$ cat src/rtl/wb_slot_decoder_if.sv
`default_nettype none
// ============================================================================
// Module   : wb_slot_decoder_if
// Purpose  : Bus bundle between the MGMT Wishbone port, the slot decoder and
//            the NUM_SLOTS user-project slots.
// Revision : 1.0 - initial release
// ============================================================================
interface wb_slot_decoder_if #(
  parameter int NUM_SLOTS = 4,
  parameter int SLOT_AW   = 12
);
  // Upstream Wishbone (MGMT SoC side)
  logic [31:0]             wbs_adr;
  logic [31:0]             wbs_wdata;
  logic [3:0]              wbs_sel;
  logic                    wbs_cyc;
  logic                    wbs_stb;
  logic                    wbs_we;
  logic                    wbs_ack;
  logic [31:0]             wbs_rdata;
  // Downstream slot side
  logic [NUM_SLOTS-1:0]    s_cyc;
  logic [NUM_SLOTS-1:0]    s_stb;
  logic                    s_we;
  logic [SLOT_AW-1:0]      s_adr;
  logic [31:0]             s_wdata;
  logic [3:0]              s_sel;
  logic [NUM_SLOTS-1:0]    s_ack;
  logic [NUM_SLOTS*32-1:0] s_rdata;

  // Decoder view: takes master requests and slot responses
  modport slave (
    input  wbs_adr, wbs_wdata, wbs_sel, wbs_cyc, wbs_stb, wbs_we,
    input  s_ack, s_rdata,
    output wbs_ack, wbs_rdata,
    output s_cyc, s_stb, s_we, s_adr, s_wdata, s_sel
  );

  // Environment view: drives master requests and slot responses
  modport master (
    output wbs_adr, wbs_wdata, wbs_sel, wbs_cyc, wbs_stb, wbs_we,
    output s_ack, s_rdata,
    input  wbs_ack, wbs_rdata,
    input  s_cyc, s_stb, s_we, s_adr, s_wdata, s_sel
  );
endinterface
`default_nettype wire

$ cat src/rtl/wb_slot_decoder.sv
`default_nettype none
// ============================================================================
// Module   : wb_slot_decoder
// Purpose  : Wishbone slave front end that decodes the address to one of
//            NUM_SLOTS user slots, forwards one registered transfer, returns
//            the slot response or ERR_DATA on miss/timeout, counts errors.
// Revision : 1.0 - initial release
// ============================================================================
module wb_slot_decoder #(
  parameter int          NUM_SLOTS = 4,
  parameter int          SLOT_AW   = 12,
  parameter logic [31:0] BASE_ADDR = 32'h3000_0000,
  parameter int          TIMEOUT   = 16,
  parameter logic [31:0] ERR_DATA  = 32'hDEAD_BEEF
) (
  input  wire               wb_clk,
  input  wire               wb_rst,
  wb_slot_decoder_if.slave  bus,
  output logic              timeout_irq,
  output logic [15:0]       err_cnt
);

  localparam int c_sw = (NUM_SLOTS > 1) ? $clog2(NUM_SLOTS) : 1;
  localparam int c_tw = $clog2(TIMEOUT);

  localparam logic [1:0] c_st_idle = 2'd0;
  localparam logic [1:0] c_st_fwd  = 2'd1;
  localparam logic [1:0] c_st_resp = 2'd2;

  localparam logic [NUM_SLOTS-1:0] c_one       = NUM_SLOTS'(1);
  localparam logic [c_tw-1:0]      c_tmo_last  = c_tw'(TIMEOUT - 1);
  // One past the last byte of the last slot window; 33 bits so a window
  // ending at the top of the address space cannot wrap.
  localparam logic [32:0]          c_end_addr  = {1'b0, BASE_ADDR} + (33'(NUM_SLOTS) << SLOT_AW);

  logic [1:0]           r_state;
  logic [c_sw-1:0]      r_slot;
  logic [c_tw-1:0]      r_timer;
  logic [NUM_SLOTS-1:0] r_strobe;
  logic                 r_we;
  logic [SLOT_AW-1:0]   r_adr;
  logic [31:0]          r_wdata;
  logic [3:0]           r_sel;
  logic                 r_ack;
  logic [31:0]          r_rdata;
  logic [15:0]          r_err_cnt;

  logic                 w_req;
  logic                 w_hit;
  logic [c_sw-1:0]      w_slot;
  logic                 w_sel_ack;
  logic [31:0]          w_sel_rdata;
  logic                 w_miss;
  logic                 w_timeout;
  logic                 w_err_inc;

  assign w_req = bus.wbs_cyc & bus.wbs_stb;
  assign w_hit = (bus.wbs_adr >= BASE_ADDR) && ({1'b0, bus.wbs_adr} < c_end_addr);

  generate
    if (NUM_SLOTS > 1) begin : g_slot_multi
      assign w_slot = bus.wbs_adr[SLOT_AW +: c_sw];
    end else begin : g_slot_single
      assign w_slot = '0;
    end
  endgenerate

  // Only the latched slot's ack and data matter; other slots are ignored.
  assign w_sel_ack   = bus.s_ack[r_slot];
  assign w_sel_rdata = bus.s_rdata[32*r_slot +: 32];

  // An ack in the last allowed strobe cycle beats the timeout; abort beats both.
  assign w_miss    = (r_state == c_st_idle) && w_req && !w_hit;
  assign w_timeout = (r_state == c_st_fwd) && bus.wbs_cyc && !w_sel_ack && (r_timer == c_tmo_last);
  assign w_err_inc = w_miss | w_timeout;

  assign bus.s_cyc     = r_strobe;
  assign bus.s_stb     = r_strobe;
  assign bus.s_we      = r_we;
  assign bus.s_adr     = r_adr;
  assign bus.s_wdata   = r_wdata;
  assign bus.s_sel     = r_sel;
  assign bus.wbs_ack   = r_ack;
  assign bus.wbs_rdata = r_rdata;
  assign err_cnt       = r_err_cnt;

  // Transfer FSM: decode in IDLE, hold slot strobe in FWD, single ack in RESP.
  always_ff @(posedge wb_clk or posedge wb_rst) begin
    if (wb_rst) begin
      r_state     <= c_st_idle;
      r_slot      <= '0;
      r_timer     <= '0;
      r_strobe    <= '0;
      r_we        <= 1'b0;
      r_adr       <= '0;
      r_wdata     <= '0;
      r_sel       <= '0;
      r_ack       <= 1'b0;
      r_rdata     <= '0;
      timeout_irq <= 1'b0;
    end else begin
      timeout_irq <= 1'b0;
      case (r_state)
        c_st_idle: begin
          r_ack   <= 1'b0;
          r_rdata <= '0;
          if (w_req) begin
            if (w_hit) begin
              r_slot   <= w_slot;
              r_we     <= bus.wbs_we;
              r_adr    <= bus.wbs_adr[SLOT_AW-1:0];
              r_wdata  <= bus.wbs_wdata;
              r_sel    <= bus.wbs_sel;
              r_strobe <= c_one << w_slot;
              r_timer  <= '0;
              r_state  <= c_st_fwd;
            end else begin
              r_rdata <= ERR_DATA;
              r_ack   <= 1'b1;
              r_state <= c_st_resp;
            end
          end
        end
        c_st_fwd: begin
          if (!bus.wbs_cyc) begin
            r_strobe <= '0;
            r_state  <= c_st_idle;
          end else if (w_sel_ack) begin
            r_strobe <= '0;
            r_rdata  <= r_we ? 32'd0 : w_sel_rdata;
            r_ack    <= 1'b1;
            r_state  <= c_st_resp;
          end else if (w_timeout) begin
            r_strobe    <= '0;
            r_rdata     <= ERR_DATA;
            r_ack       <= 1'b1;
            timeout_irq <= 1'b1;
            r_state     <= c_st_resp;
          end else begin
            r_timer <= r_timer + 1'b1;
          end
        end
        c_st_resp: begin
          r_ack   <= 1'b0;
          r_rdata <= '0;
          r_state <= c_st_idle;
        end
        default: begin
          r_strobe <= '0;
          r_ack    <= 1'b0;
          r_rdata  <= '0;
          r_state  <= c_st_idle;
        end
      endcase
    end
  end

  // Error counter: decode misses plus timeouts, saturating at all-ones.
  always_ff @(posedge wb_clk or posedge wb_rst) begin
    if (wb_rst) begin
      r_err_cnt <= '0;
    end else if (w_err_inc && (r_err_cnt != 16'hFFFF)) begin
      r_err_cnt <= r_err_cnt + 16'd1;
    end
  end

endmodule
`default_nettype wire
$ cat src/flat_wrapper.sv
// flat-port wrapper written by rule: the top's interface ports become plain ports
module wb_slot_decoder_flat 
#(
  parameter int          NUM_SLOTS = 4,
  parameter int          SLOT_AW   = 12,
  parameter logic [31:0] BASE_ADDR = 32'h3000_0000,
  parameter int          TIMEOUT   = 16,
  parameter logic [31:0] ERR_DATA  = 32'hDEAD_BEEF
)
  (wb_clk, wb_rst, timeout_irq, err_cnt, bus_wbs_adr, bus_wbs_wdata, bus_wbs_sel, bus_wbs_cyc, bus_wbs_stb, bus_wbs_we, bus_s_ack, bus_s_rdata, bus_wbs_ack, bus_wbs_rdata, bus_s_cyc, bus_s_stb, bus_s_we, bus_s_adr, bus_s_wdata, bus_s_sel);
  wb_slot_decoder_if #(.NUM_SLOTS(NUM_SLOTS), .SLOT_AW(SLOT_AW)) bus_i ();
  input  wire wb_clk;
  input  wire wb_rst;
  output logic timeout_irq;
  output logic [15:0] err_cnt;
  input wire logic [$bits(bus_i.wbs_adr)-1:0] bus_wbs_adr;
  input wire logic [$bits(bus_i.wbs_wdata)-1:0] bus_wbs_wdata;
  input wire logic [$bits(bus_i.wbs_sel)-1:0] bus_wbs_sel;
  input wire logic [$bits(bus_i.wbs_cyc)-1:0] bus_wbs_cyc;
  input wire logic [$bits(bus_i.wbs_stb)-1:0] bus_wbs_stb;
  input wire logic [$bits(bus_i.wbs_we)-1:0] bus_wbs_we;
  input wire logic [$bits(bus_i.s_ack)-1:0] bus_s_ack;
  input wire logic [$bits(bus_i.s_rdata)-1:0] bus_s_rdata;
  output wire logic [$bits(bus_i.wbs_ack)-1:0] bus_wbs_ack;
  output wire logic [$bits(bus_i.wbs_rdata)-1:0] bus_wbs_rdata;
  output wire logic [$bits(bus_i.s_cyc)-1:0] bus_s_cyc;
  output wire logic [$bits(bus_i.s_stb)-1:0] bus_s_stb;
  output wire logic [$bits(bus_i.s_we)-1:0] bus_s_we;
  output wire logic [$bits(bus_i.s_adr)-1:0] bus_s_adr;
  output wire logic [$bits(bus_i.s_wdata)-1:0] bus_s_wdata;
  output wire logic [$bits(bus_i.s_sel)-1:0] bus_s_sel;
  assign bus_i.wbs_adr = bus_wbs_adr;
  assign bus_i.wbs_wdata = bus_wbs_wdata;
  assign bus_i.wbs_sel = bus_wbs_sel;
  assign bus_i.wbs_cyc = bus_wbs_cyc;
  assign bus_i.wbs_stb = bus_wbs_stb;
  assign bus_i.wbs_we = bus_wbs_we;
  assign bus_i.s_ack = bus_s_ack;
  assign bus_i.s_rdata = bus_s_rdata;
  assign bus_wbs_ack = bus_i.wbs_ack;
  assign bus_wbs_rdata = bus_i.wbs_rdata;
  assign bus_s_cyc = bus_i.s_cyc;
  assign bus_s_stb = bus_i.s_stb;
  assign bus_s_we = bus_i.s_we;
  assign bus_s_adr = bus_i.s_adr;
  assign bus_s_wdata = bus_i.s_wdata;
  assign bus_s_sel = bus_i.s_sel;
  wb_slot_decoder #(.NUM_SLOTS(NUM_SLOTS), .SLOT_AW(SLOT_AW), .BASE_ADDR(BASE_ADDR), .TIMEOUT(TIMEOUT), .ERR_DATA(ERR_DATA)) u_core (.wb_clk(wb_clk), .wb_rst(wb_rst), .bus(bus_i), .timeout_irq(timeout_irq), .err_cnt(err_cnt));
endmodule
$ cat config.mk
export PLATFORM = sky130hd
export DESIGN_NAME = wb_slot_decoder_flat
export DESIGN_NICKNAME = d
export VERILOG_FILES = /design/src/rtl/wb_slot_decoder_if.sv /design/src/rtl/wb_slot_decoder.sv /design/src/flat_wrapper.sv
export SDC_FILE = /design/constraint.sdc
export NUM_CORES = 1
export LEC_CHECK = 0
export BUFFER_PORTS_ARGS = -buffer_cell sky130_fd_sc_hd__buf_4
export CAP_MARGIN = 20
export CELL_PAD_IN_SITES_DETAIL_PLACEMENT = 0
export CELL_PAD_IN_SITES_GLOBAL_PLACEMENT = 1
export CORE_ASPECT_RATIO = 1.2
export CORE_MARGIN = 2
export CORE_UTILIZATION = 36
export DETAILED_ROUTE_END_ITERATION = 10
export PLACE_DENSITY = 0.91
export SYNTH_ARGS = -nofsm -noshare
export SYNTH_HDL_FRONTEND = slang
export SYNTH_SLANG_ARGS = --single-unit
$ cat constraint.sdc
create_clock -name wb_clk -period 5.8 [get_ports wb_clk]
set_input_delay 0.58 -clock wb_clk [delete_from_list [all_inputs] [get_ports wb_clk]]
set_output_delay 0.58 -clock wb_clk [all_outputs]
set_load 0.03 [all_outputs]
==> impl_metrics.ini <==
[clock_tree]
cts_setup_buffers = 0
ctsHtreeMaxLevel = 3
cts_hold_buf = 0
clkSinkCount = 111
cts-root-buf = clkbuf_16
cts_buffer_depth = 2
ctsResizeCount = 0
numCtsBuffers = 9
cts_tree = yes
clock_latency_ps = 340
path_clk_slew_ps = 70

[die]
ios = 312
die_w_um = 118
die_h_um = 141
fp.coreArea_um2 = 15500
start_util = 0.365
die-area_um2 = 16700
core.rowCount = 50

[sta]
fin_crit_sh = 0.608
finClkSkew_ps = 9.54
worstMarginPinSlew_ps = 946
setup_viol = 0
relSlewSlack = 0.368
grt_setup_unrepaired = no
min_period_ps = 3530
fin_setup_tns_ps = 0
max_freq_mhz = 284
drv_slew = 0
hold_violations = 0

[setup_path]
worst_ep_arrival_time_ps = 3760
crit_family = compound AO/OA/AOI/OAI gates
crit_buf_inv = 1
critPathRequiredTime_ps = 6030
slowest_stage = a21oi_4
critPathKind = flip-flop to flip-flop
max_stage_delay_ps = 790
crit_chain = buf_4 > mux4_2 > nand2b_1 > a21oi_4 > nor2_2 > a22o_1
endpoint_kind = flip-flop
crit_fanout = 42
startpoint_type = flip-flop

[final_layout]
fin_nets = 952
area_growth_pct = 50.0
nFillCells = 1361
fin_cells = 958
postLayoutCoreUtil = 0.547
drive_gt1_frac = 0.564
antennaDiodeCount = 0

[worst_hold_path]
min_path_type = primary input to async pin

[pwr]
power_mw = 1.82
pwr-share-clk = 0.347
seqPwrFrac = 0.466
pwr-share-comb = 0.187
cellPowerDensity_nw_per_um2 = 215
sw_frac_of_total = 0.266
vdd_drop_max_v = 0.000126
p_int_mw = 1.33
p_leak_nw = 4.27
p_sw_mw = 0.483

[routing]
routed-via-count = 4830
ant_nets = 0
vias_per_cell = 5.04
routedWlPerCell_um = 16.6
postRouteWirelength_mm = 15.9
first_iter_violations = 302
drc = 0
drt_pass1_iterations = 4

[place]
hpwl_mm = 12.7
dp.cells = 941
gp_congestion = 0.825
io_buffers = 311

[run]
maxCapViolations = 0

[yosys]
synth_edf_count = 0
synth_cells = 448
syn_area_per_cell_um2 = 12.6
yosysWarningCount = 0
synth_cell_types = 48
syn_nets = 655
synth_top_cell_by_area = dfrtp_1
syn_area_um2 = 5630
yosysTopAreaCellShare = 0.493
synth.area.top_cells = dfrtp_1 49%, mux4_2 13%, mux2_2 9.2%
synth.yosys.seq_area_share = 0.493
async_flop_share = 1.00
synth-main-ff-cell = dfrtp_1
ys_seq_elements = 111

[outcome]
status = finished, final reports clean

[global_route]
grt-ovfl-total = 0
grt_usage = 0.186
grt_max_degree = 60
antenna_found_initial = 0
grt_pass1_vias = 4983
grt_pass1_wl_mm = 24.8
## sequential cells by signal (all words and copies together) (netlist names)
signal	flops
u_core.bus.s_wdata	32
u_core.bus.wbs_rdata	32
u_core.err_cnt	16
u_core.bus.s_adr	12
u_core.bus.s_cyc	4
u_core.bus.s_sel	4
u_core.r_timer	4
u_core.r_slot	2
u_core.r_state	2
u_core.bus.s_we	1
u_core.bus.wbs_ack	1
u_core.timeout_irq	1
## cells in the mapped netlist, drive strengths merged (2+ instances only)
cell type  number
a2111oi         2
a211oi          6
a21boi          2
a21o            2
a21oi           6
a22o           24
a31oi           3
and2            2
and3            3
buf            14
clkbuf         16
dfrtp         111
ha              2
inv            31
mux2           55
mux4           33
nand2          25
nand2b          5
nand3          19
nand4           4
nor2            6
nor2b           2
nor3            2
nor3b           2
nor4            3
o2111ai         2
o211ai          2
o21a            2
o21ai          37
o2bb2ai         4
o31ai           3
or2             2
or4             2
xnor2           4
xor2            4
## cells in the final DEF, fill, tap and decap left out, types with 3 or more instances in the layout
master,Yosys,final
dfrtp_1,111,110
xor2_1,4,4
a22o_1,24,24
nand2_1,25,25
mux4_2,33,33
a31oi_1,3,3
mux2_2,46,46
nor2_1,6,5
nand2b_1,5,5
mux2_1,9,9
buf_4,4,315
o21ai_0,36,36
a211oi_1,6,6
nor4_1,3,3
inv_1,30,29
o2bb2ai_1,4,4
and3_1,3,3
xnor2_1,4,4
clkbuf_16,0,9
nand3_1,19,19
a21oi_1,6,5
o31ai_1,3,3
nand4_1,4,4
## cells by family after synthesis
| logic type | Yosys count | synth area share |
|---|---|---|
| muxes | 88 | 0.242 |
| DFF | 111 | 0.493 |
| and+or+nand+nor | 82 | 0.0773 |
| AOI/OAI and AO/OA | 96 | 0.123 |
| buffers and inverters | 61 | 0.0482 |
| adders and majority gates | 2 | 0.00444 |
| xor gates and xnor gates | 8 | 0.0124 |
## path summary, 6_finish.rpt
check                                        from                       end  slack (ps)  depth (start not counted)
max                              u_core.r_slot[0]  u_core.bus.wbs_rdata[30]        2270                          6
min                                        wb_rst     u_core.bus.s_wdata[0]         330                          2
max reg2reg                      u_core.r_slot[0]  u_core.bus.wbs_rdata[30]        2270                          6
min reg2reg                u_core.bus.s_wdata[25]    u_core.bus.s_wdata[25]         490                          1
max in group asynchronous                  wb_rst          u_core.r_slot[0]        4260                          3
min in group wb_clk               bus_wbs_adr[12]       u_core.bus.s_cyc[0]         430                          2
## power by group through the flow
| stage | clock [mW] | combinational, mW | sequential (mW) |
|---|---|---|---|
| floorplan | 0 | 0.0969 | 0.915 |
| global placement | 0 | 0.333 | 0.860 |
| detailed placement | 0 | 0.342 | 0.861 |
| CTS | 0.651 | 0.342 | 0.847 |
| global route | 0.685 | 0.364 | 0.852 |
| finish | 0.630 | 0.339 | 0.847 |
## through the flow
stage                     setup slack (ps)  hold slack [ps]  instance area [um2]
final                                 2270              327                 8450
after global routing                  1940              370                 8450
after CTS                             2250              344                 8440
after detailed placement              2270              481                 8130
after global placement                2370              470                 8130
after floorplan                       2290              486                 5630
## routing by layer
layer | vias up | global-route usage | part of all wire | wire, um
met5 | - | 0 | 0 | 0
met4 | 0 | 0.0717 | 0.018 | 284
met3 | 22 | 0.0356 | 0.058 | 924
met2 | 202 | 0.338 | 0.55 | 8670
met1 | 2350 | 0.218 | 0.38 | 6010
li1 | 2256 | - | - | -
## final cells by class
type | count | area (um2) | area share
sequential | 111 | 2780 | 0.329
multi-input combinational | 276 | 2610 | 0.309
timing repair buffer | 316 | 2380 | 0.281
tap | 208 | 260 | 0.0308
clock buffer | 11 | 243 | 0.0287
inverter | 31 | 119 | 0.0141
clock inverter | 5 | 65.1 | 0.00770
## worst register-to-register path: stages, from the launching register on
cell and delay (ps):
dfrtp_2 340, buf_4 490, mux4_2 760, nand2b_1 320, a21oi_4 790, nor2_2 420, a22o_1 310
(Power assumes the default switching activity.)
